File: src/rtl/icache_line_refill_pkg.sv
// Shared I-cache refill types and constants: FSM state enum,
// AXI-style response code, default line/offset geometry helpers.
package icache_pkg;

  typedef enum logic [1:0] {
    IDLE = 2'd0,
    ADDR = 2'd1,
    DATA = 2'd2,
    DONE = 2'd3
  } refill_state_t;

  localparam logic [1:0] RRESP_OKAY = 2'b00;

  localparam int unsigned IC_DATA_WIDTH = 32;
  localparam int unsigned IC_BLOCK_SIZE = 32;
  localparam int unsigned IC_LINE_BITS =
    IC_DATA_WIDTH * IC_BLOCK_SIZE;
  localparam int unsigned IC_OFFSET_WIDTH =
    $clog2(IC_LINE_BITS / 8);

  function automatic int unsigned cnt_width(
    input int unsigned n
  );
    return (n <= 1) ? 1 : $clog2(n);
  endfunction

endpackage

File: src/rtl/icache_line_refill_line_assembler.sv
// Beat counter and line register for the refill engine.
// Ports: CLK, RST, clr (zero counter), beat_valid/beat_data (accepted
// beat), line (assembled line, beat 0 in LSBs), last_beat (cnt==BEATS-1).
module line_assembler
  import icache_pkg::*;
#(
  parameter int MEM_WIDTH = 32,
  parameter int BEATS     = 32,
  parameter int CNT_W     = 5
) (
  input  logic                       CLK,
  input  logic                       RST,
  input  logic                       clr,
  input  logic                       beat_valid,
  input  logic [MEM_WIDTH-1:0]       beat_data,
  output logic [BEATS*MEM_WIDTH-1:0] line,
  output logic                       last_beat
);

  logic [CNT_W-1:0] cnt;

  always_ff @(posedge CLK) begin
    if (RST) begin
      cnt <= '0;
    end else if (clr) begin
      cnt <= '0;
    end else if (beat_valid) begin
      cnt <= cnt + 1'b1;
    end
  end

  // The line is not cleared on a new request: the previous line stays
  // visible until the first beat of the next fill overwrites it.
  always_ff @(posedge CLK) begin
    if (RST) begin
      line <= '0;
    end else if (beat_valid) begin
      line[int'(cnt)*MEM_WIDTH +: MEM_WIDTH] <= beat_data;
    end
  end

  assign last_beat = (cnt == CNT_W'(BEATS - 1));

endmodule

File: src/rtl/icache_line_refill.sv
// I-cache line-fill engine: one incrementing read burst per miss,
// beats assembled into a line returned as a one-cycle LINE_VALID pulse.
// Ports: REQ_* miss request, LINE_* line return, BUSY, MEM_AR*/MEM_R*
// read channel, ACCESS_ERR error pulse.
// Build option: ICACHE_REFILL_ERR_EN turns a non-OKAY beat into an
// ACCESS_ERR pulse in place of LINE_VALID; otherwise RRESP is ignored.
module icache_line_refill
  import icache_pkg::*;
#(
  parameter int DATA_WIDTH = 32,
  parameter int ADDR_WIDTH = 32,
  parameter int BLOCK_SIZE = 32,
  parameter int MEM_WIDTH  = 32,
  localparam int LINE_BITS    = BLOCK_SIZE * DATA_WIDTH,
  localparam int OFFSET_WIDTH = $clog2(LINE_BITS / 8),
  localparam int BEATS        = LINE_BITS / MEM_WIDTH,
  localparam int BEAT_CNT_W   = cnt_width(BEATS),
  localparam int RA_W         = ADDR_WIDTH - OFFSET_WIDTH
) (
  input  logic                  CLK,
  input  logic                  RST,
  input  logic                  REQ_VALID,
  input  logic [RA_W-1:0]       REQ_ADDR,
  output logic                  LINE_VALID,
  output logic [LINE_BITS-1:0]  LINE_DATA,
  output logic                  BUSY,
  output logic                  MEM_ARVALID,
  input  logic                  MEM_ARREADY,
  output logic [ADDR_WIDTH-1:0] MEM_ARADDR,
  output logic [7:0]            MEM_ARLEN,
  input  logic                  MEM_RVALID,
  output logic                  MEM_RREADY,
  input  logic [MEM_WIDTH-1:0]  MEM_RDATA,
  input  logic                  MEM_RLAST,
  input  logic [1:0]            MEM_RRESP,
  output logic                  ACCESS_ERR
);

  refill_state_t state;
  logic          accept;
  logic          beat;
  logic          last_beat;
  logic          fill_done;
  logic          err_nxt;

  assign accept    = (state == IDLE) && REQ_VALID;
  assign beat      = (state == DATA) && MEM_RREADY && MEM_RVALID;
  // The beat counter decides the end of the burst; RLAST is ignored.
  assign fill_done = beat && last_beat;
  assign BUSY      = (state != IDLE);
  assign MEM_ARLEN = 8'(BEATS - 1);

`ifdef ICACHE_REFILL_ERR_EN
  logic err_q;
  logic unused_rlast;

  assign unused_rlast = MEM_RLAST;
  assign err_nxt = err_q ||
    (beat && (MEM_RRESP != RRESP_OKAY));

  always_ff @(posedge CLK) begin
    if (RST) begin
      err_q <= 1'b0;
    end else if (accept) begin
      err_q <= 1'b0;
    end else begin
      err_q <= err_nxt;
    end
  end

  always_ff @(posedge CLK) begin
    if (RST) begin
      ACCESS_ERR <= 1'b0;
    end else begin
      ACCESS_ERR <= fill_done && err_nxt;
    end
  end
`else
  logic unused_rsp;

  assign unused_rsp = ^{MEM_RLAST, MEM_RRESP};
  assign err_nxt    = 1'b0;
  assign ACCESS_ERR = 1'b0;
`endif

  always_ff @(posedge CLK) begin
    if (RST) begin
      LINE_VALID <= 1'b0;
    end else begin
      LINE_VALID <= fill_done && !err_nxt;
    end
  end

  always_ff @(posedge CLK) begin
    if (RST) begin
      state       <= IDLE;
      MEM_ARVALID <= 1'b0;
      MEM_ARADDR  <= '0;
      MEM_RREADY  <= 1'b0;
    end else begin
      unique case (state)
        IDLE: begin
          if (REQ_VALID) begin
            MEM_ARADDR  <=
              {REQ_ADDR, {OFFSET_WIDTH{1'b0}}};
            MEM_ARVALID <= 1'b1;
            state       <= ADDR;
          end
        end
        ADDR: begin
          if (MEM_ARREADY) begin
            MEM_ARVALID <= 1'b0;
            MEM_RREADY  <= 1'b1;
            state       <= DATA;
          end
        end
        DATA: begin
          if (fill_done) begin
            MEM_RREADY <= 1'b0;
            state      <= DONE;
          end
        end
        DONE: begin
          state <= IDLE;
        end
      endcase
    end
  end

  line_assembler #(
    .MEM_WIDTH (MEM_WIDTH),
    .BEATS     (BEATS),
    .CNT_W     (BEAT_CNT_W)
  ) u_asm (
    .CLK        (CLK),
    .RST        (RST),
    .clr        (accept),
    .beat_valid (beat),
    .beat_data  (MEM_RDATA),
    .line       (LINE_DATA),
    .last_beat  (last_beat)
  );

endmodule
File: config.mk
export PLATFORM = sky130hd
export DESIGN_NAME = icache_line_refill
export DESIGN_NICKNAME = d
export VERILOG_FILES = /design/src/rtl/icache_line_refill_pkg.sv /design/src/rtl/icache_line_refill_line_assembler.sv /design/src/rtl/icache_line_refill.sv
export SDC_FILE = /design/constraint.sdc
export NUM_CORES = 2
export LEC_CHECK = 0
export ABC_CLOCK_PERIOD_IN_PS = 9200
export BUFFER_PORTS_ARGS = -buffer_cell sky130_fd_sc_hd__buf_4
export CORE_AREA = 2 2 439 441
export DETAILED_ROUTE_END_ITERATION = 10
export DIE_AREA = 0 0 441 443
export SLEW_MARGIN = 10
export SYNTH_ARGS = -nofsm -noshare
export SYNTH_HDL_FRONTEND = slang
export SYNTH_HIERARCHICAL = 1
export SYNTH_SLANG_ARGS = --single-unit
File: constraint.sdc
create_clock -name CLK -period 9.2 [get_ports CLK]
set_clock_uncertainty 0.1 [all_clocks]
set_input_delay 1.38 -clock CLK [delete_from_list [all_inputs] [get_ports CLK]]
set_output_delay 1.38 -clock CLK [all_outputs]
set_load 0.02 [all_outputs]
After elaboration in Yosys (flattened, before gate mapping)
Index checks and enable logic that the tools add are counted.

word-level totals
  input port bits = 65
  register bits after elaboration = 1059
  output and inout port bits = 1069

operators by class
  add/sub/neg operators = 2
  equal/unequal tests = 7
  multiplexer cells = 11
  shift-type cells = 2
  reductions and logical operators = 13

operators by type and width
  cell                                                       number
  bitwise mux 1024 bit                                       1
  variable shift 32 x 33 -> 1024 bit (first input constant)  1
  variable part select 32 x 33 -> 1024 bit                   1
  negator 10 -> 33 bit                                       1
  AND reduction 3 bit                                        3
  one-hot mux 2 bit (4 select lines)                         1
  2-to-1 mux 2 bit                                           3
  inequality test 2 bit (second input constant)              3
  nonzero test 2 bit                                         3
  adder 5 x 1 -> 5 bit (second input constant)               1
  equality test 5 bit (second input constant)                1
  equality test 2 bit (second input constant)                2
  logical AND 1 bit                                          4
  2-to-1 mux 1 bit                                           4
  one-hot mux 1 bit (2 select lines)                         2
  equality test 2 x 1 -> 1 bit (second input constant)       1
  logical NOT 2 bit                                          1
  AND reduction 2 bit                                        1
  OR reduction 2 bit                                         1

Depth between registers and ports, before layout
  depth in word-level cells = 6
  depth in mapped cells = 13
  depth with buffers taken out = 8

Modules after synthesis
Netlist, hierarchy kept.

modules (own cells, without submodules)
  module              area an instance (µm²)  instances  cells each
  line_assembler      44229.9                 1          5008
  icache_line_refill  1273.7                  1          158

Least setup slack after synthesis
No wires, ideal clock.

  path kind = input -> register
  from = input port MEM_RVALID
  to = register u_asm.line[738]
  required time = 9028 ps
  cell stages on the path = 8
  slack = 5663 ps
  data arrival time = 3366 ps
  path through = and3_2 -> clkbuf_1 -> nand2b_1 -> or4_1 -> clkbuf_1 -> nor2_1 -> buf_2 -> mux2i_1

between the ends
  word-level cells in the longest chain between the ends = 1

RTL lines
  item                             line                                     RTL
  from (decl)                      icache_line_refill.sv:31                 input logic MEM_RVALID,
  logical AND 1 bit                icache_line_refill.sv:47                 assign beat = (state == DATA) && MEM_RREADY && MEM_RVALID;
  to (signal, indexed assignment)  icache_line_refill_line_assembler.sv:38  line[int'(cnt)*MEM_WIDTH +: MEM_WIDTH] <= beat_data;
  to (decl)                        icache_line_refill_line_assembler.sv:16  output logic [BEATS*MEM_WIDTH-1:0] line,

No other way between the ends.
A chain may end at the register's enable or synchronous reset.

Worst setup path after layout
  from = register u_asm.cnt[0]
  to = register u_asm.line[215]

between the ends
  word-level cells in the longest chain between the ends = 3
  elaborated cells between the ends (all ways) = 4
  classes of those cells = add/sub (1); shift (2); mux (1)

RTL lines
  item                                                                                            line                                     RTL
  from (decl)                                                                                     icache_line_refill_line_assembler.sv:20  logic [CNT_W-1:0] cnt;
  from (signal assigned)                                                                          icache_line_refill_line_assembler.sv:28  cnt <= cnt + 1'b1;
  negator 10 -> 33 bit *                                                                          icache_line_refill_line_assembler.sv:38
  variable part select 32 x 33 -> 1024 bit or variable shift 32 x 33 -> 1024 bit (tied branches)  icache_line_refill_line_assembler.sv:38
  bitwise mux 1024 bit *                                                                          icache_line_refill_line_assembler.sv:38

Every way passes the cells marked *; elsewhere a longest branch is shown, timed or not.

==> impl_metrics.yaml <==
clock_network:
  cts_buffers: 116
  clk_pin_slew_ps: 60
  clkSinkCount: 1059
  cts_hold_buf: 0
  insertion_delay_ps: 750
  cts_tree: "yes"
  ctsResizeCount: 0
  postCtsSetupRepairBufs: 0
  clockBufferDepth: 3
  cts_root_buf: "clkbuf_16"
  htreeDepth: 3
synth:
  synth-edff-count: 0
  synth_ff_type: "dfxtp_1"
  synthDistinctLibCells: 53
  syn_inst: 5166
  synth_area_sq_um: 45500
  yosysSeqAreaShare_pct: 46.59
  yosysWarnings: 6
  synth-seq-cells: 1059
  synth-async-reset-ratio_pct: 0
  synth_area_per_cell_sq_um: 8.808
timing:
  min_period_ps: 4642
  rsz0062_at_grt: "false"
  finalCritPeriodShare_pct: 50.45
  worst_slack_ps: 4558
  max-slew-margin-rel_pct: 14.21
  max_freq_mhz: 215.4
  hold_viol: 0
  drv_slew: 0
  final.setup.tns_ps: 0
  setup_viol: 0
  worst_slew_pin_slew_ps: 1287
routing:
  antenna_left: 0
  vias_per_cell: 5.166
  dr.first_iter.drc_count: 5222
  wl_um: 224800
  wl_per_cell_um: 26.58
  detail_route.first_pass.iterations: 6
  drcViolationCount: 0
  vias: 43690
die:
  ios: 1134
  fp.coreArea_sq_um: 191200
  num_rows: 161
  die_h_um: 443
  die-area_sq_um: 195400
  start_util_pct: 23.80
  die_w_um: 441
layout:
  nNetsFinal: 5898
  area_growth_pct: 30.78
  final_common_cell: "buf_4"
  design_area_sq_um: 59510
  drive_above_1_share_pct: 25.55
  layout_common_cells: "buf_4 (1,190), dfxtp_1 (1,059), nand3_1 (736)"
  final_cells: 8457
critical_path:
  critPathRequiredTime_ps: 9700
  setup.worst_path.end_class: "flip-flop"
  start_kind: "flip-flop"
  reg2reg_from: "u_asm/cnt[0]"
  path_max_fanout: 210
  path_common_cell: "buf_4"
  cp.arrival_ps: 5140
  path_cells: "buf_4 -> inv_1 -> ha_1 -> nor3b_1 -> ha_1 -> buf_4 -> and3b_1 -> nand4_1 -> buf_4 -> buf_12 -> o21ai_0 -> a21oi_1"
  crit_type: "flip-flop to flip-flop"
  crit_path_top_delay_cell: "buf_4"
  crit_start: "u_asm/cnt[0]"
  slowest_delay_ps: 480
grt:
  grt_max_degree: 236
  grt_pass1_wl_um: 308000
  grt_pass1_vias: 40220
  grt_use_total_pct: 21.63
  antenna_found_initial: 16
  grt_overflow_total: 0
placement:
  dpl_cell_area_sq_um: 55470
  hpwl_um: 135400
  port_buffers: 1114
  finalWeightedCongestion: 0.8991
  dp_cells: 8234
  dp_slack_ps: 4513
hold_path:
  worstHoldPathType: "flip-flop to flip-flop"
  hold_path_startpoint: "MEM_ARADDR[31]"
status:
  status: "complete, no violations"
power:
  power.internal_mw: 7.609
  switching_share_pct: 24.23
  leakage_nw: 24.34
  seqPwrFrac_pct: 46.1
  power_density_nw_per_um2: 168.8
  ir_worst_vdd_mv: 0.1566
  p_comb_share_pct: 4.6
  power_switching_mw: 2.433
  p_clk_share_pct: 49.3
flow_run:
  max_cap_viol_count: 0
flip-flops by register name (all words and copies together) (netlist names):
register / count
LINE_VALID: 1
MEM_ARVALID: 1
u_asm/line: 1024
u_asm/cnt: 5
state: 2
MEM_ARADDR: 25
MEM_RREADY: 1
through the flow:
step                      hold slack (ps)  util (%)  power (mW)
after detailed placement            347.8     29.02       5.193
after global placement              348.4     29.02       5.188
after floorplan                     351.5         -       5.005
final                               354.5     31.13       10.04
after CTS                           356.3     31.12       10.11
after global routing                382.6     31.12       10.31
critical path, delay by kind of cell, from the launching register on:
kind / cells / cell delay, ps
buffers and inverters: 5 / 1450
AOI/OAI and AO/OA: 2 / 610
DFF: 1 / 310
adders and majority gates: 2 / 670
and+or+nand+nor: 3 / 880
final cells by class:
cell class | instances | area, sq um
sequential | 1059 | 21200
timing repair buffer | 1201 | 9149
fill | 19810 | 131700
multi-input combinational | 3439 | 21930
clock buffer | 168 | 3369
tap | 2526 | 3161
inverter | 9 | 35.03
antenna | 6 | 15.01
clock inverter | 49 | 650.6
layer usage:
layer / track usage [%] / up-vias / part of all wire (%)
li1: - / 19430 / -
met1: 26.60 / 21360 / 39
met2: 34.31 / 2342 / 46
met3: 5.478 / 551 / 8.9
met4: 11.92 / 6 / 5.8
met5: 0 / - / 0.018
cell families (layout without fill, tap and decap cells):
| kind of cell | after synthesis | count (layout) | share of synthesized area (%) |
|---|---|---|---|
| muxes | 579 | 579 | 12.82 |
| xor gates and xnor gates | 5 | 5 | 0.1128 |
| other | 2 | 22 | 0.01650 |
| and+or+nand+nor | 1895 | 1895 | 23.67 |
| DFF | 1059 | 1059 | 46.59 |
| AOI/OAI and AO/OA | 937 | 937 | 10.46 |
| buffers and inverters | 682 | 1427 | 6.137 |
| adders and majority gates | 7 | 7 | 0.1925 |
power by group through the flow:
stage | sequential, mW | combinational, mW | clock [mW]
after global placement | 4.73 | 0.458 | 0
final | 4.63 | 0.462 | 4.95
after detailed placement | 4.73 | 0.461 | 0
after CTS | 4.63 | 0.461 | 5.02
after global routing | 4.63 | 0.487 | 5.19
after floorplan | 4.76 | 0.245 | 0
synthesized netlist by cell type, types with 2 or more instances:
| cell | number | area (sq um) |
|---|---|---|
| ha_1 | 7 | 87.58 |
| nor4_1 | 3 | 18.77 |
| conb_1 | 2 | 7.510 |
| nand2_1 | 95 | 356.6 |
| and2_1 | 33 | 206.5 |
| nor2_1 | 45 | 168.9 |
| a21oi_1 | 477 | 2387 |
| clkbuf_1 | 526 | 1974 |
| nand4_1 | 230 | 1439 |
| nor3_1 | 5 | 25.02 |
| nand3_1 | 753 | 3769 |
| buf_2 | 73 | 365.4 |
| xor2_1 | 2 | 17.52 |
| xnor2_1 | 2 | 17.52 |
| and3_1 | 2 | 12.51 |
| or4_1 | 129 | 968.4 |
| inv_1 | 8 | 30.03 |
| dfxtp_1 | 1059 | 21200 |
| buf_1 | 45 | 168.9 |
| nand2b_1 | 549 | 3435 |
| o21ai_0 | 449 | 2247 |
| buf_4 | 19 | 142.6 |
| nor3b_1 | 2 | 15.01 |
| o211ai_1 | 2 | 15.01 |
| or2_2 | 2 | 12.51 |
| mux2_2 | 32 | 360.4 |
| buf_6 | 9 | 101.4 |
| nor2b_1 | 35 | 219.0 |
| mux2i_1 | 547 | 5475 |
path summary, 6_finish.rpt:
path                                   endpoint  slack, ps  cells after the start
worst max-delay path            u_asm/line[215]       4560                     12
worst min-delay path             MEM_ARADDR[31]        350                      2
worst max register to register  u_asm/line[215]       4560                     12
worst min register to register   MEM_ARADDR[31]        350                      2
Note: power is estimated with default switching activity, not from simulation.
